$ cat src/rtl/vedic_mul16_seq_ctrl.sv
// Sequential 16x16 -> 32 multiplier that reuses one 8x8 Vedic array over four partial-product steps.
// Define VEDIC_SIGNED_EN for two's-complement operands and product; undefined gives a purely unsigned datapath.

module vedic2x2 (
  input  logic [1:0] a,
  input  logic [1:0] b,
  output logic [3:0] p
);
  logic t1, t2, t3, c1;

  assign t1   = a[1] & b[0];
  assign t2   = a[0] & b[1];
  assign t3   = a[1] & b[1];
  assign c1   = t1 & t2;
  assign p[0] = a[0] & b[0];
  assign p[1] = t1 ^ t2;
  assign p[2] = t3 ^ c1;
  assign p[3] = t3 & c1;
endmodule

module vedic4x4 (
  input  logic [3:0] a,
  input  logic [3:0] b,
  output logic [7:0] p
);
  logic [3:0] q0, q1, q2, q3;

  vedic2x2 u_q0 (.a(a[1:0]), .b(b[1:0]), .p(q0));
  vedic2x2 u_q1 (.a(a[3:2]), .b(b[1:0]), .p(q1));
  vedic2x2 u_q2 (.a(a[1:0]), .b(b[3:2]), .p(q2));
  vedic2x2 u_q3 (.a(a[3:2]), .b(b[3:2]), .p(q3));

  assign p = {4'b0, q0} + {2'b0, q1, 2'b0} + {2'b0, q2, 2'b0} + {q3, 4'b0};
endmodule

module vedic8x8_top (
  input  logic [7:0]  a,
  input  logic [7:0]  b,
  output logic [15:0] p
);
  logic [7:0] q0, q1, q2, q3;

  vedic4x4 u_q0 (.a(a[3:0]), .b(b[3:0]), .p(q0));
  vedic4x4 u_q1 (.a(a[7:4]), .b(b[3:0]), .p(q1));
  vedic4x4 u_q2 (.a(a[3:0]), .b(b[7:4]), .p(q2));
  vedic4x4 u_q3 (.a(a[7:4]), .b(b[7:4]), .p(q3));

  assign p = {8'b0, q0} + {4'b0, q1, 4'b0} + {4'b0, q2, 4'b0} + {q3, 8'b0};
endmodule

module vedic_mul16_seq_ctrl #(
  parameter bit SKIP_ZERO = 1'b1,
  parameter int CNT_W     = 16
) (
  input  logic             clk,
  input  logic             rst_n,
  input  logic             in_valid,
  output logic             in_ready,
  input  logic [15:0]      in_a,
  input  logic [15:0]      in_b,
  output logic             out_valid,
  input  logic             out_ready,
  output logic [31:0]      out_p,
  output logic             busy,
  output logic [CNT_W-1:0] perf_cnt
);
  typedef enum logic [1:0] {IDLE, MUL, DONE} state_t;

  state_t      state;
  logic [1:0]  step;
  logic [15:0] a_q, b_q;
  logic [31:0] acc;
  logic [7:0]  a_h, b_h;
  logic [15:0] pp;
  logic [31:0] pp_sh, acc_next, final_p;
  logic [15:0] a_mag, b_mag;
  logic        zero_in;

  // Step k selects operand bytes by k[0] (a) and k[1] (b); the array output feeds the accumulator unregistered.
  assign a_h = step[0] ? a_q[15:8] : a_q[7:0];
  assign b_h = step[1] ? b_q[15:8] : b_q[7:0];

  vedic8x8_top u_vedic (.a(a_h), .b(b_h), .p(pp));

  always_comb begin
    pp_sh = {16'b0, pp};
    case (step)
      2'd1, 2'd2: pp_sh = {8'b0, pp, 8'b0};
      2'd3:       pp_sh = {pp, 16'b0};
      default:    pp_sh = {16'b0, pp};
    endcase
  end

  assign acc_next = acc + pp_sh;
  assign zero_in  = SKIP_ZERO && ((in_a == 16'd0) || (in_b == 16'd0));

`ifdef VEDIC_SIGNED_EN
  logic sign_q;

  // |-32768| wraps to 16'h8000, which is the correct unsigned magnitude.
  assign a_mag   = in_a[15] ? (~in_a + 16'd1) : in_a;
  assign b_mag   = in_b[15] ? (~in_b + 16'd1) : in_b;
  assign final_p = sign_q ? (~acc_next + 32'd1) : acc_next;
`else
  assign a_mag   = in_a;
  assign b_mag   = in_b;
  assign final_p = acc_next;
`endif

  // NOTE: every register here is updated with non-blocking assignments so all state advances from the same pre-edge values.
  always_ff @(posedge clk or negedge rst_n) begin
    if (!rst_n) begin
      state     <= IDLE;
      step      <= 2'd0;
      a_q       <= 16'd0;
      b_q       <= 16'd0;
      acc       <= 32'd0;
      out_p     <= 32'd0;
      out_valid <= 1'b0;
      in_ready  <= 1'b1;
      busy      <= 1'b0;
      perf_cnt  <= '0;
`ifdef VEDIC_SIGNED_EN
      sign_q    <= 1'b0;
`endif
    end else begin
      case (state)
        IDLE: begin
          if (in_valid && in_ready) begin
            a_q      <= a_mag;
            b_q      <= b_mag;
            acc      <= 32'd0;
            step     <= 2'd0;
            in_ready <= 1'b0;
            busy     <= 1'b1;
`ifdef VEDIC_SIGNED_EN
            sign_q   <= in_a[15] ^ in_b[15];
`endif
            if (zero_in) begin
              // Bypass: the zero product is presented straight from the accept edge.
              state     <= DONE;
              out_p     <= 32'd0;
              out_valid <= 1'b1;
            end else begin
              state <= MUL;
            end
          end
        end
        MUL: begin
          acc  <= acc_next;
          step <= step + 2'd1;
          if (step == 2'd3) begin
            state     <= DONE;
            out_p     <= final_p;
            out_valid <= 1'b1;
          end
        end
        DONE: begin
          if (out_ready) begin
            state     <= IDLE;
            out_valid <= 1'b0;
            in_ready  <= 1'b1;
            busy      <= 1'b0;
            if (perf_cnt != {CNT_W{1'b1}})
              perf_cnt <= perf_cnt + {{(CNT_W-1){1'b0}}, 1'b1};
          end
        end
        default: state <= IDLE;
      endcase
    end
  end
endmodule

$ cat config.mk
export PLATFORM = sky130hd
export DESIGN_NAME = vedic_mul16_seq_ctrl
export DESIGN_NICKNAME = d
export VERILOG_FILES = /design/src/rtl/vedic_mul16_seq_ctrl.sv
export SDC_FILE = /design/constraint.sdc
export NUM_CORES = 1
export LEC_CHECK = 0
export CAP_MARGIN = 15
export CORE_MARGIN = 2
export CORE_UTILIZATION = 40
export CTS_CLUSTER_SIZE = 10
export DETAILED_ROUTE_END_ITERATION = 6
export GPL_ROUTABILITY_DRIVEN = 0
export PLACE_DENSITY = 0.67
export RECOVER_POWER = 100
export SKIP_CTS_REPAIR_TIMING = 1
export SYNTH_ARGS = -nofsm -noshare
export SYNTH_HDL_FRONTEND = slang
export SYNTH_SLANG_ARGS = --single-unit
$ cat constraint.sdc
create_clock -name clk -period 9.2 [get_ports clk]
set_input_delay 1.84 -clock clk [delete_from_list [all_inputs] [get_ports clk]]
set_output_delay 1.84 -clock clk [all_outputs]
set_load 0.05 [all_outputs]
==> results.ini <==
[clock_tree]
h-tree-depth = 4
clkSinkCount = 119
cts.path.max_buffers = 2
cts_root_buffer = clkbuf_16
clk_latency_ns = 0.42
cts_inserted_buffers = 17
cts_tree = built
clk_pin_slew_ns = 0.06

[logic_synthesis]
ys_ff_latch = 119
synth_cell_types = 72
synth_area_per_cell_um2 = 9.25
yosysWarningCount = 0
synthCells = 979
synth_edf_count = 0
synth.area.top_cells = dfrtp_1 (33%), ha_1 (14%), fa_1 (6.0%)
yosysTopAreaCell = dfrtp_1
ys_top_cells_by_count = nand2_1 (134), dfrtp_1 (118), ha_1 (100), nor2_1 (89), inv_1 (77)
yosysMostFrequentCell = nand2_1
yosysSeqAreaShare_pct = 32.9
synth_nets = 1142
synth_top_flop_cell = dfrtp_1
synth_top_cell_area_share_pct = 32.6
syn-cell-area_um2 = 9060
synthArstFlopShare_pct = 100

[detailed_routing]
vias = 7094
vias_per_cell = 5.18
ant_nets = 0
wl_per_cell_um = 15.3
drc = 0
drt-pass1-iter-count = 6
drt-total-wl_um = 20900
drtIter0Drc = 300

[cells_and_area]
layout-drive-gt1-share_pct = 9.22
final_cell_count_no_fill = 1370
nets = 1235
area_growth_pct = 19.8
diodes = 0

[job]
drv_cap = 4

[worst_setup_path]
worstPathRequired_ns = 9.49
crit_type = flop to flop
cp.arrival_ns = 8.84
critPathLaunch = step[0]$_DFFE_PN0P_
worst_path_most_repeated_cell = ha_1
rrSetupSlack_ns = 0.65
worstRegToRegCells = 38
start_kind = flop
r2r-start = step[0]$_DFFE_PN0P_
crit_path_end_kind = flop
slowest_stage = dfrtp_1
crit_end = out_p[28]$_DFFE_PN0P_
critPathMaxStageDelay_ns = 0.66
rr_endpoint = out_p[28]$_DFFE_PN0P_
crit_fanout = 12

[timing]
final_max_slew_viol_count = 191
fmax_ghz = 0.117
finClkSkew_ns = 0.0114
rsz0062_at_grt = false
relSlewSlack_pct = -135
hold_viol_final = 0
tightest_slew_ns = 3.53
fin_ws_ns = 0.648
min_period_ns = 8.55
setup_viol = 0
holdWs_ns = 0.467
final.period_utilization_pct = 93.0
finalSetupTns_ns = 0

[hold_path]
hold_path.class = flop to flop

[die]
start_util_pct = 40.4
coreArea_um2 = 22400
die-area_um2 = 23900
die_w_um = 154
die_h_um = 154
io_pins = 87
row_count = 55

[placed_design]
dp_slack_ns = 0.641
dp_cells = 1338
portBuffers = 86
hpwl_um = 16000

[status]
violations = max-capacitance violations, max-slew violations
status = complete, but fails checks

[global_routing]
first_global_vias = 7193
grt_pass1_wl_um = 35600
antenna_found_initial = 0
grt_overflow = 0
grt_usage_pct = 18.3
grt_max_degree = 66

[state kept, by name, indices dropped and copies added (netlist names)]
signal	flops
b_q	16
acc	32
perf_cnt	16
step	2
out_valid	1
out_p	32
state	2
busy	1
in_ready	1
a_q	16
[worst max-delay path, delay by kind of cell, from the launching register on]
| family | cells | cell delay, ns |
|---|---|---|
| buf+inv | 5 | 0.38 |
| compound gates | 14 | 2.69 |
| xor+xnor | 3 | 0.66 |
| flops | 1 | 0.66 |
| fa+ha+maj | 9 | 2.92 |
| simple gates | 6 | 0.85 |
| mux | 1 | 0.24 |
[final cells by class]
class / instances / area (um2)
fillers: 2097 / 11600
flip-flops and latches: 119 / 2980
well taps: 285 / 357
clock buffers: 22 / 494
repair buffers: 99 / 945
inverters: 78 / 293
multi-input cells: 757 / 5670
clock inverters: 10 / 118
[cells by family (layout without fill, tap and decap cells)]
| kind of cell | Yosys count | in the layout | synth area share, % |
|---|---|---|---|
| flip-flops | 119 | 119 | 32.9 |
| adder cells (fa/ha/maj) | 127 | 127 | 19.8 |
| AO/OA/AOI/OAI | 191 | 191 | 14.0 |
| XOR/XNOR | 67 | 67 | 6.56 |
| buffers and inverters | 103 | 209 | 4.60 |
| multiplexers | 51 | 51 | 6.10 |
| AND/OR/NAND/NOR | 321 | 321 | 16.1 |
[per-stage QoR]
step | util [%] | instance area, um2
after floorplan | - | 9060
after global placement | 45.7 | 10300
after detailed placement | 45.7 | 10300
after CTS | 48.4 | 10900
after global routing | 48.4 | 10900
final | 48.4 | 10900
[metal layers]
metal	GRT usage (%)	routed length [um]	share of wire, %	up-vias
met2	30.3	9730	46	133
met4	4.98	272	1.3	0
li1	-	-	-	3559
met5	0	0	0	-
met1	24.9	10100	48	3383
met3	2.91	798	3.8	19
[cells in the final DEF (no fill, tap or decap), drive strengths merged, types with 4 or more instances in the layout]
cell           count
o21a               9
nor4               9
clkbuf            25
or2               13
nand2b             6
o21ai             54
ha               100
xnor2             34
clkdlybuf4s50     31
a22o              11
nor3              10
nand4              8
mux2              34
dfrtp            118
o31ai              8
buf               11
nand3             12
and2              12
nand2            135
a21o              22
nor2              89
inv               79
nor2b              9
and3               6
dlygate4sd3       54
clkinvlp           4
o21bai             4
o211ai             4
fa                27
a21oi             49
xor2              33
mux2i             17
[worst min-delay path by stage]
stage / depth (start not counted) / from / slack, ns / end
final: 2 / out_p[15]$_DFFE_PN0P_ / 0.47 / out_p[15]$_DFFE_PN0P_
after global routing: 2 / out_p[15]$_DFFE_PN0P_ / 0.50 / out_p[15]$_DFFE_PN0P_
after CTS: 2 / out_p[15]$_DFFE_PN0P_ / 0.49 / out_p[15]$_DFFE_PN0P_
after detailed placement: 2 / acc[11]$_DFFE_PN0P_ / 0.47 / acc[11]$_DFFE_PN0P_
after global placement: 2 / out_p[17]$_DFFE_PN0P_ / 0.46 / out_p[17]$_DFFE_PN0P_
after floorplan: 2 / acc[8]$_DFFE_PN0P_ / 0.45 / acc[8]$_DFFE_PN0P_
Power is not shown: default switching activity piles up to over one toggle a cycle in this logic, so the estimate is an artifact.
